[src/rtl/block_dispatcher_if.sv]
// Launch handshake, per-core control and status bundle for the block dispatcher.
// Pure wiring; no storage or latency of its own.
// The launch uses a valid/ready handshake. Core signals are level enables and pulses, with no backpressure.
interface block_dispatcher_if #(
    parameter int NUM_CORES      = 4,
    parameter int COUNT_WIDTH    = 16,
    parameter int BLOCK_ID_WIDTH = 16,
    parameter int TC_WIDTH       = 3
);
    logic                                      launch_valid;
    logic                                      launch_ready;
    logic [COUNT_WIDTH-1:0]                    launch_thread_count;
    logic                                      abort;
    logic [NUM_CORES-1:0]                      core_done;
    logic [NUM_CORES-1:0]                      core_start;
    logic [NUM_CORES-1:0]                      core_reset;
    logic [NUM_CORES-1:0][BLOCK_ID_WIDTH-1:0]  core_block_id;
    logic [NUM_CORES-1:0][TC_WIDTH-1:0]        core_thread_count;
    logic                                      busy;
    logic                                      done;
    logic                                      aborted;
    logic [BLOCK_ID_WIDTH-1:0]                 blocks_retired;

    // Host / core side: drives launches, abort and core completions.
    modport master (
        output launch_valid, launch_thread_count, abort, core_done,
        input  launch_ready, core_start, core_reset, core_block_id,
               core_thread_count, busy, done, aborted, blocks_retired
    );

    // Dispatcher side.
    modport slave (
        input  launch_valid, launch_thread_count, abort, core_done,
        output launch_ready, core_start, core_reset, core_block_id,
               core_thread_count, busy, done, aborted, blocks_retired
    );
endinterface

[src/rtl/block_dispatcher.sv]
// Splits a kernel launch into fixed-size thread blocks and hands them round-robin to NUM_CORES cores.
// A granted core sees core_reset the cycle after the grant and core_start the cycle after that; done follows one cycle after FINISH.
// A launch is accepted only in IDLE (launch_ready). Any number of blocks retire per cycle, at most one dispatch per cycle.
module block_dispatcher #(
    parameter int NUM_CORES         = 4,
    parameter int THREADS_PER_BLOCK = 4,
    parameter int COUNT_WIDTH       = 16,
    parameter int BLOCK_ID_WIDTH    = 16
) (
    input  logic              clk,
    input  logic              reset,
    block_dispatcher_if.slave bus
);
    localparam int TPB_LOG2 = $clog2(THREADS_PER_BLOCK);
    localparam int TC_WIDTH = TPB_LOG2 + 1;
    localparam int RR_WIDTH = (NUM_CORES > 1) ? $clog2(NUM_CORES) : 1;
    localparam logic [TC_WIDTH-1:0]    TPB_TC   = TC_WIDTH'(THREADS_PER_BLOCK);
    localparam logic [COUNT_WIDTH-1:0] TPB_MASK = COUNT_WIDTH'(THREADS_PER_BLOCK - 1);

    typedef enum logic [1:0] {ST_IDLE, ST_RUN, ST_FINISH, ST_ABORT} state_t;
    typedef enum logic [1:0] {SLOT_FREE, SLOT_LOAD, SLOT_RUNNING} slot_t;

    state_t                                   state_q, state_d;
    slot_t                                    slot_q [NUM_CORES];
    slot_t                                    slot_d [NUM_CORES];
    logic [BLOCK_ID_WIDTH-1:0]                total_blocks_q, total_blocks_d;
    logic [TC_WIDTH-1:0]                      last_tc_q, last_tc_d;
    logic [BLOCK_ID_WIDTH-1:0]                next_block_q, next_block_d;
    logic [BLOCK_ID_WIDTH-1:0]                blocks_retired_q, blocks_retired_d;
    logic [RR_WIDTH-1:0]                      rr_q, rr_d;
    logic [NUM_CORES-1:0]                     core_start_q, core_start_d;
    logic [NUM_CORES-1:0]                     core_reset_q, core_reset_d;
    logic [NUM_CORES-1:0][BLOCK_ID_WIDTH-1:0] core_block_id_q, core_block_id_d;
    logic [NUM_CORES-1:0][TC_WIDTH-1:0]       core_thread_count_q, core_thread_count_d;
    logic                                     done_q, done_d;
    logic                                     aborted_q, aborted_d;

    // Launch decode: block count rounds up; a partial last block carries the remainder.
    logic [BLOCK_ID_WIDTH-1:0] launch_blocks;
    logic [COUNT_WIDTH-1:0]    launch_rem;
    logic [TC_WIDTH-1:0]       launch_last_tc;
    assign launch_blocks  = BLOCK_ID_WIDTH'(({1'b0, bus.launch_thread_count}
                            + (COUNT_WIDTH+1)'(THREADS_PER_BLOCK - 1)) >> TPB_LOG2);
    assign launch_rem     = bus.launch_thread_count & TPB_MASK;
    assign launch_last_tc = (launch_rem == '0) ? TPB_TC : TC_WIDTH'(launch_rem);

    // Round-robin search for the first FREE slot at or after the rr pointer.
    logic                grant_vld;
    logic [RR_WIDTH-1:0] grant_idx;
    always_comb begin
        int idx;
        grant_vld = 1'b0;
        grant_idx = '0;
        idx       = 0;
        for (int i = 0; i < NUM_CORES; i++) begin
            idx = int'(rr_q) + i;
            if (idx >= NUM_CORES) idx = idx - NUM_CORES;
            if (!grant_vld && slot_q[idx] == SLOT_FREE) begin
                grant_vld = 1'b1;
                grant_idx = RR_WIDTH'(idx);
            end
        end
    end

    // Slots finishing this cycle; core_done only counts for RUNNING slots.
    logic [NUM_CORES-1:0]      retire_mask;
    logic [BLOCK_ID_WIDTH-1:0] retire_cnt;
    always_comb begin
        retire_cnt = '0;
        for (int k = 0; k < NUM_CORES; k++) begin
            retire_mask[k] = (state_q == ST_RUN) && (slot_q[k] == SLOT_RUNNING) && bus.core_done[k];
            retire_cnt     = retire_cnt + BLOCK_ID_WIDTH'(retire_mask[k]);
        end
    end

    // Next-state logic for the top FSM, the slot FSMs and all registered outputs.
    always_comb begin
        logic abort_take;
        state_d             = state_q;
        slot_d              = slot_q;
        total_blocks_d      = total_blocks_q;
        last_tc_d           = last_tc_q;
        next_block_d        = next_block_q;
        blocks_retired_d    = blocks_retired_q;
        rr_d                = rr_q;
        core_block_id_d     = core_block_id_q;
        core_thread_count_d = core_thread_count_q;
        done_d              = (state_q == ST_FINISH);
        aborted_d           = 1'b0;
        abort_take          = 1'b0;

        case (state_q)
            ST_IDLE: begin
                if (bus.launch_valid) begin
                    total_blocks_d   = launch_blocks;
                    last_tc_d        = launch_last_tc;
                    next_block_d     = '0;
                    blocks_retired_d = '0;
                    state_d          = (bus.launch_thread_count == '0) ? ST_FINISH : ST_RUN;
                end
            end
            ST_RUN: begin
                if (bus.abort) begin
                    // Abort wins over any dispatch or retirement this cycle.
                    abort_take = 1'b1;
                    aborted_d  = 1'b1;
                    state_d    = ST_ABORT;
                    for (int k = 0; k < NUM_CORES; k++) slot_d[k] = SLOT_FREE;
                end else begin
                    for (int k = 0; k < NUM_CORES; k++) begin
                        if (slot_q[k] == SLOT_LOAD) slot_d[k] = SLOT_RUNNING;
                        if (retire_mask[k])         slot_d[k] = SLOT_FREE;
                    end
                    blocks_retired_d = blocks_retired_q + retire_cnt;
                    if (blocks_retired_d == total_blocks_q) state_d = ST_FINISH;
                    if (grant_vld && (next_block_q < total_blocks_q)) begin
                        slot_d[grant_idx]              = SLOT_LOAD;
                        core_block_id_d[grant_idx]     = next_block_q;
                        core_thread_count_d[grant_idx] =
                            (next_block_q == total_blocks_q - 1'b1) ? last_tc_q : TPB_TC;
                        next_block_d = next_block_q + 1'b1;
                        rr_d = (int'(grant_idx) == NUM_CORES - 1) ? '0 : grant_idx + 1'b1;
                    end
                end
            end
            ST_FINISH: state_d = ST_IDLE;
            ST_ABORT:  state_d = ST_IDLE;
            default:   state_d = ST_IDLE;
        endcase

        for (int k = 0; k < NUM_CORES; k++) begin
            core_start_d[k] = (slot_d[k] == SLOT_RUNNING);
            core_reset_d[k] = (slot_d[k] == SLOT_LOAD) || abort_take;
        end
    end

    // State and output registers with synchronous reset.
    always_ff @(posedge clk) begin
        if (reset) begin
            state_q             <= ST_IDLE;
            for (int k = 0; k < NUM_CORES; k++) slot_q[k] <= SLOT_FREE;
            total_blocks_q      <= '0;
            last_tc_q           <= TPB_TC;
            next_block_q        <= '0;
            blocks_retired_q    <= '0;
            rr_q                <= '0;
            core_start_q        <= '0;
            core_reset_q        <= '1;
            core_block_id_q     <= '0;
            core_thread_count_q <= {NUM_CORES{TPB_TC}};
            done_q              <= 1'b0;
            aborted_q           <= 1'b0;
        end else begin
            state_q             <= state_d;
            slot_q              <= slot_d;
            total_blocks_q      <= total_blocks_d;
            last_tc_q           <= last_tc_d;
            next_block_q        <= next_block_d;
            blocks_retired_q    <= blocks_retired_d;
            rr_q                <= rr_d;
            core_start_q        <= core_start_d;
            core_reset_q        <= core_reset_d;
            core_block_id_q     <= core_block_id_d;
            core_thread_count_q <= core_thread_count_d;
            done_q              <= done_d;
            aborted_q           <= aborted_d;
        end
    end

    assign bus.launch_ready      = (state_q == ST_IDLE);
    assign bus.busy              = (state_q != ST_IDLE);
    assign bus.core_start        = core_start_q;
    assign bus.core_reset        = core_reset_q;
    assign bus.core_block_id     = core_block_id_q;
    assign bus.core_thread_count = core_thread_count_q;
    assign bus.done              = done_q;
    assign bus.aborted           = aborted_q;
    assign bus.blocks_retired    = blocks_retired_q;
endmodule

[src/flat_wrapper.sv]
// flat-port wrapper written by rule: the top's interface ports become plain ports
module block_dispatcher_flat 
#(
    parameter int NUM_CORES         = 4,
    parameter int THREADS_PER_BLOCK = 4,
    parameter int COUNT_WIDTH       = 16,
    parameter int BLOCK_ID_WIDTH    = 16
)
  (clk, reset, bus_launch_valid, bus_launch_thread_count, bus_abort, bus_core_done, bus_launch_ready, bus_core_start, bus_core_reset, bus_core_block_id, bus_core_thread_count, bus_busy, bus_done, bus_aborted, bus_blocks_retired);
  block_dispatcher_if #(.NUM_CORES(NUM_CORES), .COUNT_WIDTH(COUNT_WIDTH), .BLOCK_ID_WIDTH(BLOCK_ID_WIDTH), .TC_WIDTH(3)) bus_i ();
  input  logic clk;
  input  logic reset;
  input wire logic [$bits(bus_i.launch_valid)-1:0] bus_launch_valid;
  input wire logic [$bits(bus_i.launch_thread_count)-1:0] bus_launch_thread_count;
  input wire logic [$bits(bus_i.abort)-1:0] bus_abort;
  input wire logic [$bits(bus_i.core_done)-1:0] bus_core_done;
  output wire logic [$bits(bus_i.launch_ready)-1:0] bus_launch_ready;
  output wire logic [$bits(bus_i.core_start)-1:0] bus_core_start;
  output wire logic [$bits(bus_i.core_reset)-1:0] bus_core_reset;
  output wire logic [$bits(bus_i.core_block_id)-1:0] bus_core_block_id;
  output wire logic [$bits(bus_i.core_thread_count)-1:0] bus_core_thread_count;
  output wire logic [$bits(bus_i.busy)-1:0] bus_busy;
  output wire logic [$bits(bus_i.done)-1:0] bus_done;
  output wire logic [$bits(bus_i.aborted)-1:0] bus_aborted;
  output wire logic [$bits(bus_i.blocks_retired)-1:0] bus_blocks_retired;
  assign bus_i.launch_valid = bus_launch_valid;
  assign bus_i.launch_thread_count = bus_launch_thread_count;
  assign bus_i.abort = bus_abort;
  assign bus_i.core_done = bus_core_done;
  assign bus_launch_ready = bus_i.launch_ready;
  assign bus_core_start = bus_i.core_start;
  assign bus_core_reset = bus_i.core_reset;
  assign bus_core_block_id = bus_i.core_block_id;
  assign bus_core_thread_count = bus_i.core_thread_count;
  assign bus_busy = bus_i.busy;
  assign bus_done = bus_i.done;
  assign bus_aborted = bus_i.aborted;
  assign bus_blocks_retired = bus_i.blocks_retired;
  block_dispatcher #(.NUM_CORES(NUM_CORES), .THREADS_PER_BLOCK(THREADS_PER_BLOCK), .COUNT_WIDTH(COUNT_WIDTH), .BLOCK_ID_WIDTH(BLOCK_ID_WIDTH)) u_core (.clk(clk), .reset(reset), .bus(bus_i));
endmodule
[config.mk]
export PLATFORM = sky130hd
export DESIGN_NAME = block_dispatcher_flat
export DESIGN_NICKNAME = d
export VERILOG_FILES = /design/src/rtl/block_dispatcher_if.sv /design/src/rtl/block_dispatcher.sv /design/src/flat_wrapper.sv
export SDC_FILE = /design/constraint.sdc
export NUM_CORES = 1
export LEC_CHECK = 0
export ABC_AREA = 1
export CORE_ASPECT_RATIO = 1.2
export CORE_MARGIN = 3
export CORE_UTILIZATION = 30
export CTS_BUF_LIST = sky130_fd_sc_hd__clkbuf_4
export DETAILED_ROUTE_END_ITERATION = 8
export SLEW_MARGIN = 20
export SYNTH_ARGS = -nofsm -noshare
export SYNTH_HDL_FRONTEND = slang
export SYNTH_SLANG_ARGS = --single-unit
[constraint.sdc]
create_clock -name clk -period 5 [get_ports clk]
set_input_delay 1.5 -clock clk [delete_from_list [all_inputs] [get_ports clk]]
set_output_delay 1.5 -clock clk [all_outputs]
set_load 0.1 [all_outputs]
==> results.rst <==
.. list-table::
   :header-rows: 1

   * - Metric
     - Value
   * - Static power due to leakage
     - 3.92 nW
   * - Largest stage delay, worst path
     - 0.47 ns
   * - R2R depth
     - 23
   * - Worst hold endpoint
     - u_core.bus.core_block_id[63]
   * - Most frequent standard cell in the layout excluding fill and tap cells
     - nand2_1
   * - Area leader, netlist
     - dfxtp_1
   * - Average cell area after synthesis
     - 6.81 um^2
   * - Type of the setup path with the least slack
     - in -> reg
   * - Area of the mapped netlist
     - 8060 um^2
   * - Top cells by area, synth
     - dfxtp_1 37%, nand2_1 11%, nor2_1 11%, o21ai_0 5.9%, inv_1 4.9%
   * - Total congestion overflow after global routing
     - 0
   * - Post-Route Skew
     - 0.0337 ns
   * - Flop and latch count out of synthesis
     - 148
   * - Via count of the first global-routing pass
     - 7417
   * - DRT iter0 DRCs
     - 532
   * - Global-route wire length before repair
     - 39300 um
   * - Number of warnings printed during yosys synthesis
     - 0
   * - Period minus WS final
     - 4.62 ns
   * - Top cell type's share of synthesized area
     - 0.368
   * - Post-detailed-route count of antenna-violating nets
     - 0
   * - Overall global routing resource usage
     - 0.170
   * - Gate count after technology mapping
     - 1182
   * - Die height
     - 186 um
   * - Share of final-layout standard cells stronger than drive strength 1
     - 0.0524
   * - Maximum net fanout on the critical path
     - 7
   * - Number of nets in the final layout
     - 1337
   * - Buffer levels on the longest clock path
     - 2
   * - Number of buffers added to fix hold violations after cts
     - 0
   * - Via count
     - 7848
   * - First drt pass iteration count
     - 5
   * - Count of max-cap constraint violations
     - 0
   * - Transition time at the pin with the least slew margin
     - 1.04 ns
   * - CTS root buf
     - clkbuf_4
   * - EDFF count, synth
     - 0
   * - Initial antenna violation count
     - 1
   * - Crit path from
     - bus_core_done[1]
   * - Library cell appearing most often on the critical path
     - nand2_1
   * - Minimum setup slack among reg-to-reg paths
     - 0.74 ns
   * - Critical path data required time
     - 5.44 ns
   * - Clock sinks
     - 148
   * - Drt drc
     - 0
   * - Reg2reg end
     - u_core.state_q[0]
   * - I/O Pins
     - 128
   * - TNS Setup
     - 0 ns
   * - Clk pin slew, worst setup/hold paths
     - 0.14 ns
   * - Areal power density over the cells
     - 313 nW/um^2
   * - Most frequently used flop master after synthesis
     - dfxtp_1
   * - Highest achievable clock rate
     - 217 MHz
   * - Post-synth cell types
     - 45
   * - Setup Fix Bufs, Post-CTS
     - 0
   * - CP Capture Type
     - flip-flop
   * - Sequential cell area fraction in the yosys report
     - 0.368
   * - Clock tree from TritonCTS
     - done
   * - Routed length per placed instance
     - 15.1 um
   * - Highest-count cells in the layout ignoring fill and taps
     - 235 x nand2_1, 230 x nor2_1, 148 x dfxtp_1
   * - Synthesized Nets
     - 1234
   * - Layout overhead on the synthesized area
     - 22.5%
   * - Relative slew margins
     - 0.301
   * - Total count of max-transition violations in the final report
     - 0
   * - Count of H-tree levels built during CTS
     - 4
   * - Via-to-Cell Ratio
     - 4.80
   * - Initial Util
     - 0.306
   * - Fin. Hold Viols
     - 0
   * - Crit path arrival time
     - 5.05 ns
   * - Detailed-placement wirelength estimate
     - 17900 um
   * - Width of the die
     - 156 um
   * - Share of flip-flops with an asynchronous set or reset after synthesis
     - 0
   * - List of cells traversed by the critical path
     - clkdlybuf4s50_1 > nand2_1 > nor3_1 > ha_1 > inv_1 > fa_1 > inv_1 > ha_1 > inv_1 > fa_1 > inv_1 > nand3_1 > nand2_1 > nand3_1 > nand2_1 > nand2_1 > nand2_1 > nand2_1 > nor3_1 > nand3_1 > nand2_1 > a21oi_1
   * - Hold path depth
     - 2
   * - Peak supply drop
     - 107 uV
   * - Status
     - completed
   * - Post-CTS sizing
     - 0
   * - Area inside the core boundary
     - 26400 um^2
   * - Standard cell with the maximum stage delay on the critical path
     - clkdlybuf4s50_1
   * - Crit start category
     - primary input
   * - Final Wtd Congestion
     - 0.843
   * - Tcrit/Tclk final
     - 0.923
   * - Total clock buffers created by CTS
     - 17
   * - Origin of the worst min-delay path
     - u_core.bus.core_block_id[63]
   * - Util after Layout
     - 0.375
   * - Endpoints failing setup
     - 0
   * - Reg-to-Reg Start
     - u_core.state_q[0]
   * - Total detailed-routing wirelength
     - 24700 um
   * - Path type of the worst min-delay path
     - reg -> reg
   * - Number of cell rows
     - 65
   * - Clock latency on the worst-skew pair
     - 0.57 ns
   * - Total power consumption of the routed design
     - 3.08 mW
   * - Largest net degree at the start of global routing
     - 70
   * - RSZ-0062 raised after global routing
     - no
   * - Port bufs
     - 127
   * - Die outline area
     - 28900 um^2
cell usage after synthesis, types with 6 or more instances:
| library cell | instances |
|---|---|
| nor3_1 | 19 |
| nor2_1 | 230 |
| nand3_1 | 74 |
| nand4_1 | 15 |
| buf_4 | 6 |
| clkbuf_1 | 36 |
| nand2_1 | 235 |
| buf_2 | 8 |
| o211ai_1 | 11 |
| xnor2_1 | 10 |
| ha_1 | 26 |
| o21ai_0 | 95 |
| a21oi_1 | 74 |
| dfxtp_1 | 148 |
| xor2_1 | 26 |
| inv_1 | 105 |
metal layers:
metal / wire, um / vias to the layer above / GRT usage
li1: - / 4036 / -
met1: 10900 / 3607 / 0.207
met2: 12200 / 179 / 0.306
met3: 1180 / 26 / 0.0349
met4: 322 / 0 / 0.0448
met5: 0 / - / 0
registers in the layout (all words and copies together), names as in the netlist, 2 cells and up:
name and flops:
u_core.bus.core_block_id 64, u_core.bus.blocks_retired 16, u_core.next_block_q 16, u_core.total_blocks_q 15, u_core.bus.core_thread_count 12, u_core.slot_q 8
u_core.bus.core_reset 4, u_core.bus.core_start 4, u_core.last_tc_q 3, u_core.rr_q 2, u_core.state_q 2
layout make-up:
| type | count | area [um^2] |
|---|---|---|
| inverters | 113 | 429 |
| fillers | 2857 | 16500 |
| well taps | 335 | 419 |
| clock inverters | 14 | 174 |
| clock buffers | 18 | 135 |
| multi-input cells | 865 | 4380 |
| repair buffers | 140 | 1360 |
| flip-flops and latches | 148 | 2960 |
| diodes | 1 | 2.50 |
stage by stage:
stage	area, um^2	instances	hold WS (ns)	worst slack (ns)
6_report	9870	1634	0.450	0.383
5_1_grt	9870	1634	0.474	0.0689
4_1_cts	9870	1633	0.453	0.445
3_5_place_dp	9560	1601	0.433	-0.188
3_3_place_gp	9560	1601	0.430	-0.0869
2_1_floorplan	8060	1182	0.442	0.633
worst max path at each step:
stage / endpoint / slack [ns]
finish: u_core.state_q[0] / 0.38
global route: u_core.state_q[0] / 0.07
CTS: u_core.state_q[0] / 0.45
detailed placement: u_core.state_q[0] / -0.19
global placement: u_core.state_q[0] / -0.09
floorplan: u_core.state_q[0] / 0.63
report_power, final:
part | total (mW) | internal (mW) | switching [mW] | leakage (nW)
clock network | 0.834 | 0.358 | 0.476 | 0.163
registers | 1.32 | 1.25 | 0.0706 | 1.20
logic | 0.934 | 0.255 | 0.679 | 2.56
total | 3.08 | 1.86 | 1.23 | 3.92
cells by family (layout without fill, tap and decap cells):
logic type               count (synthesis)  after routing  synth area share
flip-flops                             148            148             0.368
AO/OA/AOI/OAI                          196            196             0.130
buffers and inverters                  169            285            0.0881
AND/OR/NAND/NOR                        601            601             0.319
XOR/XNOR                                40             40            0.0497
other                                    0              1                 0
adder cells (fa/ha/maj)                 28             28            0.0454
worst max-delay path: cells and delay by family:
kind / cells / cell delay [ns]
compound gates: 1 / 0.06
simple gates: 12 / 1.41
buf+inv: 5 / 0.80
fa+ha+maj: 4 / 1.26
Note: power is estimated with default switching activity, not from simulation.
